`src/rtl/router_fifo.sv`:
```
// Per-destination router output FIFO with header tagging and packet-length tracking.
// Optional almost_full/almost_empty ports under ROUTER_FIFO_ALMOST_FLAGS_EN.
module router_fifo #(
  parameter int unsigned WIDTH = 8,
  parameter int unsigned DEPTH = 16,
  parameter int unsigned AW    = 4
) (
  input  logic             clock,
  input  logic             reset,
  input  logic             soft_reset,
  input  logic             write_enb,
  input  logic             lfd_state,
  input  logic [WIDTH-1:0] data_in,
  input  logic             read_enb,
  output logic [WIDTH-1:0] data_out,
  output logic             full,
  output logic             empty,
  output logic             pkt_busy,
  output logic             pkt_done
`ifdef ROUTER_FIFO_ALMOST_FLAGS_EN
  ,
  output logic             almost_full,
  output logic             almost_empty
`endif
);

  localparam int unsigned PW = AW + 1;
  localparam int unsigned CW = 7;

  logic [WIDTH:0]   mem [DEPTH];
  logic [AW:0]      wr_ptr, rd_ptr;
  logic [AW:0]      wr_ptr_nxt, rd_ptr_nxt;
  logic [CW-1:0]    pkt_cnt, pkt_cnt_nxt;
  logic             pkt_done_nxt;
  logic             wr_acc, rd_acc;
  logic [WIDTH:0]   rd_entry;

  // Accept decisions use the pre-edge flags, so a write while full is dropped even with a read.
  always_comb begin
    wr_acc       = write_enb && !full;
    rd_acc       = read_enb && !empty;
    rd_entry     = mem[rd_ptr[AW-1:0]];
    wr_ptr_nxt   = wr_ptr;
    rd_ptr_nxt   = rd_ptr;
    pkt_cnt_nxt  = pkt_cnt;
    pkt_done_nxt = 1'b0;
    if (wr_acc) wr_ptr_nxt = wr_ptr + PW'(1);
    if (rd_acc) begin
      rd_ptr_nxt = rd_ptr + PW'(1);
      if (rd_entry[WIDTH]) begin
        // Header: payload length plus the trailing parity byte.
        pkt_cnt_nxt = CW'(rd_entry[7:2]) + CW'(1);
      end else if (pkt_cnt != '0) begin
        pkt_cnt_nxt  = pkt_cnt - CW'(1);
        pkt_done_nxt = (pkt_cnt == CW'(1));
      end
    end
  end

  // Pointers, read data and registered status flags.
  always_ff @(posedge clock) begin
    if (reset || soft_reset) begin
      wr_ptr   <= '0;
      rd_ptr   <= '0;
      pkt_cnt  <= '0;
      data_out <= '0;
      pkt_done <= 1'b0;
      pkt_busy <= 1'b0;
      empty    <= 1'b1;
      full     <= 1'b0;
    end else begin
      wr_ptr   <= wr_ptr_nxt;
      rd_ptr   <= rd_ptr_nxt;
      pkt_cnt  <= pkt_cnt_nxt;
      pkt_done <= pkt_done_nxt;
      pkt_busy <= (pkt_cnt_nxt != '0);
      empty    <= (wr_ptr_nxt == rd_ptr_nxt);
      full     <= (wr_ptr_nxt[AW] != rd_ptr_nxt[AW]) &&
                  (wr_ptr_nxt[AW-1:0] == rd_ptr_nxt[AW-1:0]);
      if (rd_acc) data_out <= rd_entry[WIDTH-1:0];
    end
  end

  // Storage array; contents survive reset.
  always_ff @(posedge clock) begin
    if (wr_acc && !reset && !soft_reset) mem[wr_ptr[AW-1:0]] <= {lfd_state, data_in};
  end

`ifdef ROUTER_FIFO_ALMOST_FLAGS_EN
  logic [AW:0] count;
  always_comb begin
    count        = wr_ptr - rd_ptr;
    almost_full  = (count >= PW'(DEPTH - 1));
    almost_empty = (count <= PW'(1));
  end
`endif

endmodule
```
`config.mk`:
```
export PLATFORM = sky130hd
export DESIGN_NAME = router_fifo
export DESIGN_NICKNAME = d
export VERILOG_FILES = /design/src/rtl/router_fifo.sv
export SDC_FILE = /design/constraint.sdc
export NUM_CORES = 1
export LEC_CHECK = 0
export CELL_PAD_IN_SITES_DETAIL_PLACEMENT = 0
export CELL_PAD_IN_SITES_GLOBAL_PLACEMENT = 1
export CORE_ASPECT_RATIO = 0.6
export CORE_UTILIZATION = 50
export CTS_CLUSTER_SIZE = 24
export DETAILED_ROUTE_END_ITERATION = 6
export PLACE_DENSITY_LB_ADDON = 0.1
export REMOVE_ABC_BUFFERS = 1
export SYNTH_ARGS = -nofsm -noshare
export SYNTH_HDL_FRONTEND = slang
export SYNTH_SLANG_ARGS = --single-unit
```
`constraint.sdc`:
```
create_clock -name clock -period 3.4 [get_ports clock]
set_clock_uncertainty 0.15 [all_clocks]
set_input_delay 0.68 -clock clock [delete_from_list [all_inputs] [get_ports clock]]
set_output_delay 0.68 -clock clock [all_outputs]
set_load 0.02 [all_outputs]
```
==> metrics.md <==
| Metric | Value |
|---|---|
| Status | `completed` |
| CP arrival | `3.30 ns` |
| Post-synthesis instance area | `0.00732 mm^2` |
| ANT cells | `0` |
| Fin. Hold Viols | `0` |
| Multiplexer area fraction after synthesis | `13.3%` |
| TritonCTS buffer count | `17` |
| Crit-path cells | `buf_4, mux2i_1, a221oi_2, a22oi_1, and2_1, inv_1, ha_1, xor2_1, a2bb2oi_1, o22ai_1, and4bb_1, o2111ai_2` |
| Routed via count | `4063` |
| Cts hold-fix bufs | `0` |
| Cells after synthesis | `442` |
| Hold Path Stages | `2` |
| CTS tree | `done` |
| Crit end category | `flop` |
| CP max stage delay | `0.62 ns` |
| # clock sinks | `173` |
| Critical Path RT | `3.55 ns` |
| Clock transition at path regs | `0.07 ns` |
| MaxCap Viol Count | `0` |
| Final setup margin | `0.250 ns` |
| Static Leak | `2.82 nW` |
| HPWL after DPL | `11000 um` |
| Worst hold path type | `reg -> reg` |
| Number of routed nets with antenna violations | `0` |
| Final setup viols | `0` |
| Total wire length | `16100 um` |
| Synth area leader | `edfxtp_1` |
| Crit Path Category | `reg -> reg` |
| Register area share after synthesis | `67.0%` |
| Synth top area cells | `edfxtp_1, dfxtp_1, mux4_2, mux4_1, mux2i_1` |
| Die height | `95.7 um` |
| Most common cell after layout, fill and taps aside | `edfxtp_1` |
| First DRT Iteration DRCs | `353` |
| Wire length per cell | `22.7 um` |
| Die area | `0.0152 mm^2` |
| Highest routed metal layer | `met4` |
| Top FF cell, synth | `edfxtp_1` |
| First-pass GRT wire length | `24100 um` |
| Asr flop ratio synth | `0%` |
| Total gr overflow | `0` |
| Post-synthesis compound-gate area fraction | `6.17%` |
| Hold Crit Start | `data_out[3]` |
| Nets | `528` |
| Post-synth top area share | `59.0%` |
| Worst hold slack | `0.306 ns` |
| Post-synth cell types | `66` |
| Root Buffer | `clkbuf_16` |
| Number of synthesized flops with an enable pin | `144` |
| Worst slew margin | `60.3%` |
| Max IR drop VDD | `0.287 mV` |
| Gpl congestion | `0.877` |
| DR DRC count | `0` |
| Dpl cells | `678` |
| Worst-skew pair later-pin latency | `0.42 ns` |
| Simple-Gate Fraction of Synth Area | `7.19%` |
| Pins Over Slew Limit | `0` |
| Largest buffer count on any clock path | `2` |
| Die W | `158 um` |
| Highest-count cells in the layout ignoring fill and taps | `edfxtp_1, nor2_1, buf_4` |
| Port bufs | `25` |
| Setup WS pre-CTS | `0.254 ns` |
| Largest family of logic cells by synthesized area | `multiplexers` |
| Gr usage total | `23.4%` |
| Seq cells post-synth | `173` |
| Reg2Reg Depth | `12` |
| Cell area after layout | `0.00850 mm^2` |
| R2R Path Start | `rd_ptr[0]` |
| Delay-heaviest family, CP | `compound AO/OA/AOI/OAI gates` |
| Core area | `0.0140 mm^2` |
| Placed cell area | `0.00792 mm^2` |
| Pwr Density | `516 mW/mm^2` |
| Post-CTS setup repair buffer count | `0` |
| CP max FO | `15` |
| Mean Syn Cell Area | `16.6 um^2` |
| Starting density of the core | `52.5%` |
| Largest net degree at the start of global routing | `26` |
| Hold endpoint | `data_out[3]` |
| Vias in the first global route | `3878` |
| Adder-cell area share of the yosys netlist | `1.54%` |
| Layout area overhead | `16.1%` |
| Post-CTS Resized | `0` |
| Reg2reg end | `pkt_busy` |
| Crit start category | `flop` |
| Vias per cell | `5.73` |
| Row cnt | `33` |
| Final non-filler cell total | `709` |
| Crit path max-delay cell type | `dfxtp_2` |
| Max Fclk | `317 MHz` |
| RSZ-0062 raised after global routing | `false` |
| YS warnings | `0` |
| Routed met2 length | `6740 um` |
| XOR/XNOR Fraction of Synth Area | `1.79%` |
| Routed wire length on met3 | `1290 um` |
| Layout cells sized above 1 | `20.7%` |
| Worst slew pin tran | `0.594 ns` |
| R2R setup slack | `0.25 ns` |
| Final Cycle Share | `92.6%` |
| # IOs | `26` |
| Post-layout minimum cycle time | `3.15 ns` |
| CTS H-tree lvls | `4` |
| Initial antenna violation count | `0` |
| Bufs and invs on worst path | `2` |
| Metal-1 WL | `7910 um` |
| DRT Pass-1 Iters | `5` |
logic make-up (layout without fill, tap and decap cells):
logic type	after synthesis	count (layout)
buf+inv	30	105
flops	173	173
mux	53	53
simple gates	110	110
compound gates	52	52
fa+ha+maj	9	9
xor+xnor	15	15
worst min-delay path, stage by stage, from the launching register on:
cell     delay, ns
dfxtp_1       0.31
nand2_1       0.05
a21oi_1       0.05
metrics by stage:
step | util, % | total power [mW] | setup TNS [ns]
after global placement | 56.8 | 2.50 | 0
after detailed placement | 56.8 | 2.50 | 0
after floorplan | - | 2.43 | -2.49
after CTS | 60.9 | 4.42 | 0
final | 60.9 | 4.39 | 0
after global routing | 60.9 | 4.51 | 0
flip-flops by register name, summed over array words and instances, names as in the netlist:
signal and count:
full 1, pkt_done 1, pkt_busy 1, rd_ptr 5, empty 1, data_out 8, pkt_cnt 7, wr_ptr 5
mem 144
per-layer routing:
metal	vias to the layer above	GRT usage [%]
met5	-	0
met4	0	6.89
met3	12	5.04
met2	154	32.5
met1	2041	36.7
li1	1856	-
power by group:
part,internal (mW),switching [mW],total (mW)
Clock,1.09,0.835,1.93
Sequential,2.30,0.00617,2.31
Combinational,0.0613,0.0885,0.150
Total,3.46,0.929,4.39
worst max path at each step:
stage | cells past startpoint | endpoint | from
3_5_place_dp | 12 | pkt_busy | rd_ptr[0]
3_3_place_gp | 5 | mem[0][7] | write_enb
6_report | 12 | pkt_busy | rd_ptr[0]
4_1_cts | 12 | pkt_busy | rd_ptr[0]
2_1_floorplan | 10 | pkt_busy | rd_ptr[0]
5_1_grt | 12 | pkt_busy | rd_ptr[0]
cells in the mapped netlist (2+ instances only):
library cell / n
clkbuf_1: 3
inv_1: 10
mux4_2: 19
and2_1: 5
a221oi_1: 2
a211oi_1: 2
o31a_1: 2
o21ai_0: 3
o21ai_2: 2
a221oi_2: 5
mux2i_1: 21
o22ai_1: 2
o21ai_1: 2
dfxtp_1: 29
xor2_1: 7
clkbuf_8: 4
nand3_1: 9
a22oi_1: 2
a21oi_1: 9
nor3_1: 5
nor2b_1: 4
nor3b_1: 2
buf_2: 6
mux4_1: 12
nand2_1: 27
edfxtp_1: 144
xnor2_1: 8
a31oi_1: 3
buf_12: 3
or3_1: 3
nand3b_1: 2
a31o_1: 2
ha_1: 9
nor2_1: 38
nand4_1: 5
area by class of cell:
type / instances / area, um^2
clock buffers: 17 / 425
well taps: 192 / 240
multi-input cells: 239 / 2200
repair buffers: 63 / 536
clock inverters: 14 / 155
inverters: 11 / 41.3
fillers: 1089 / 5450
flip-flops and latches: 173 / 4910
Power figures use the tool's default switching activity.
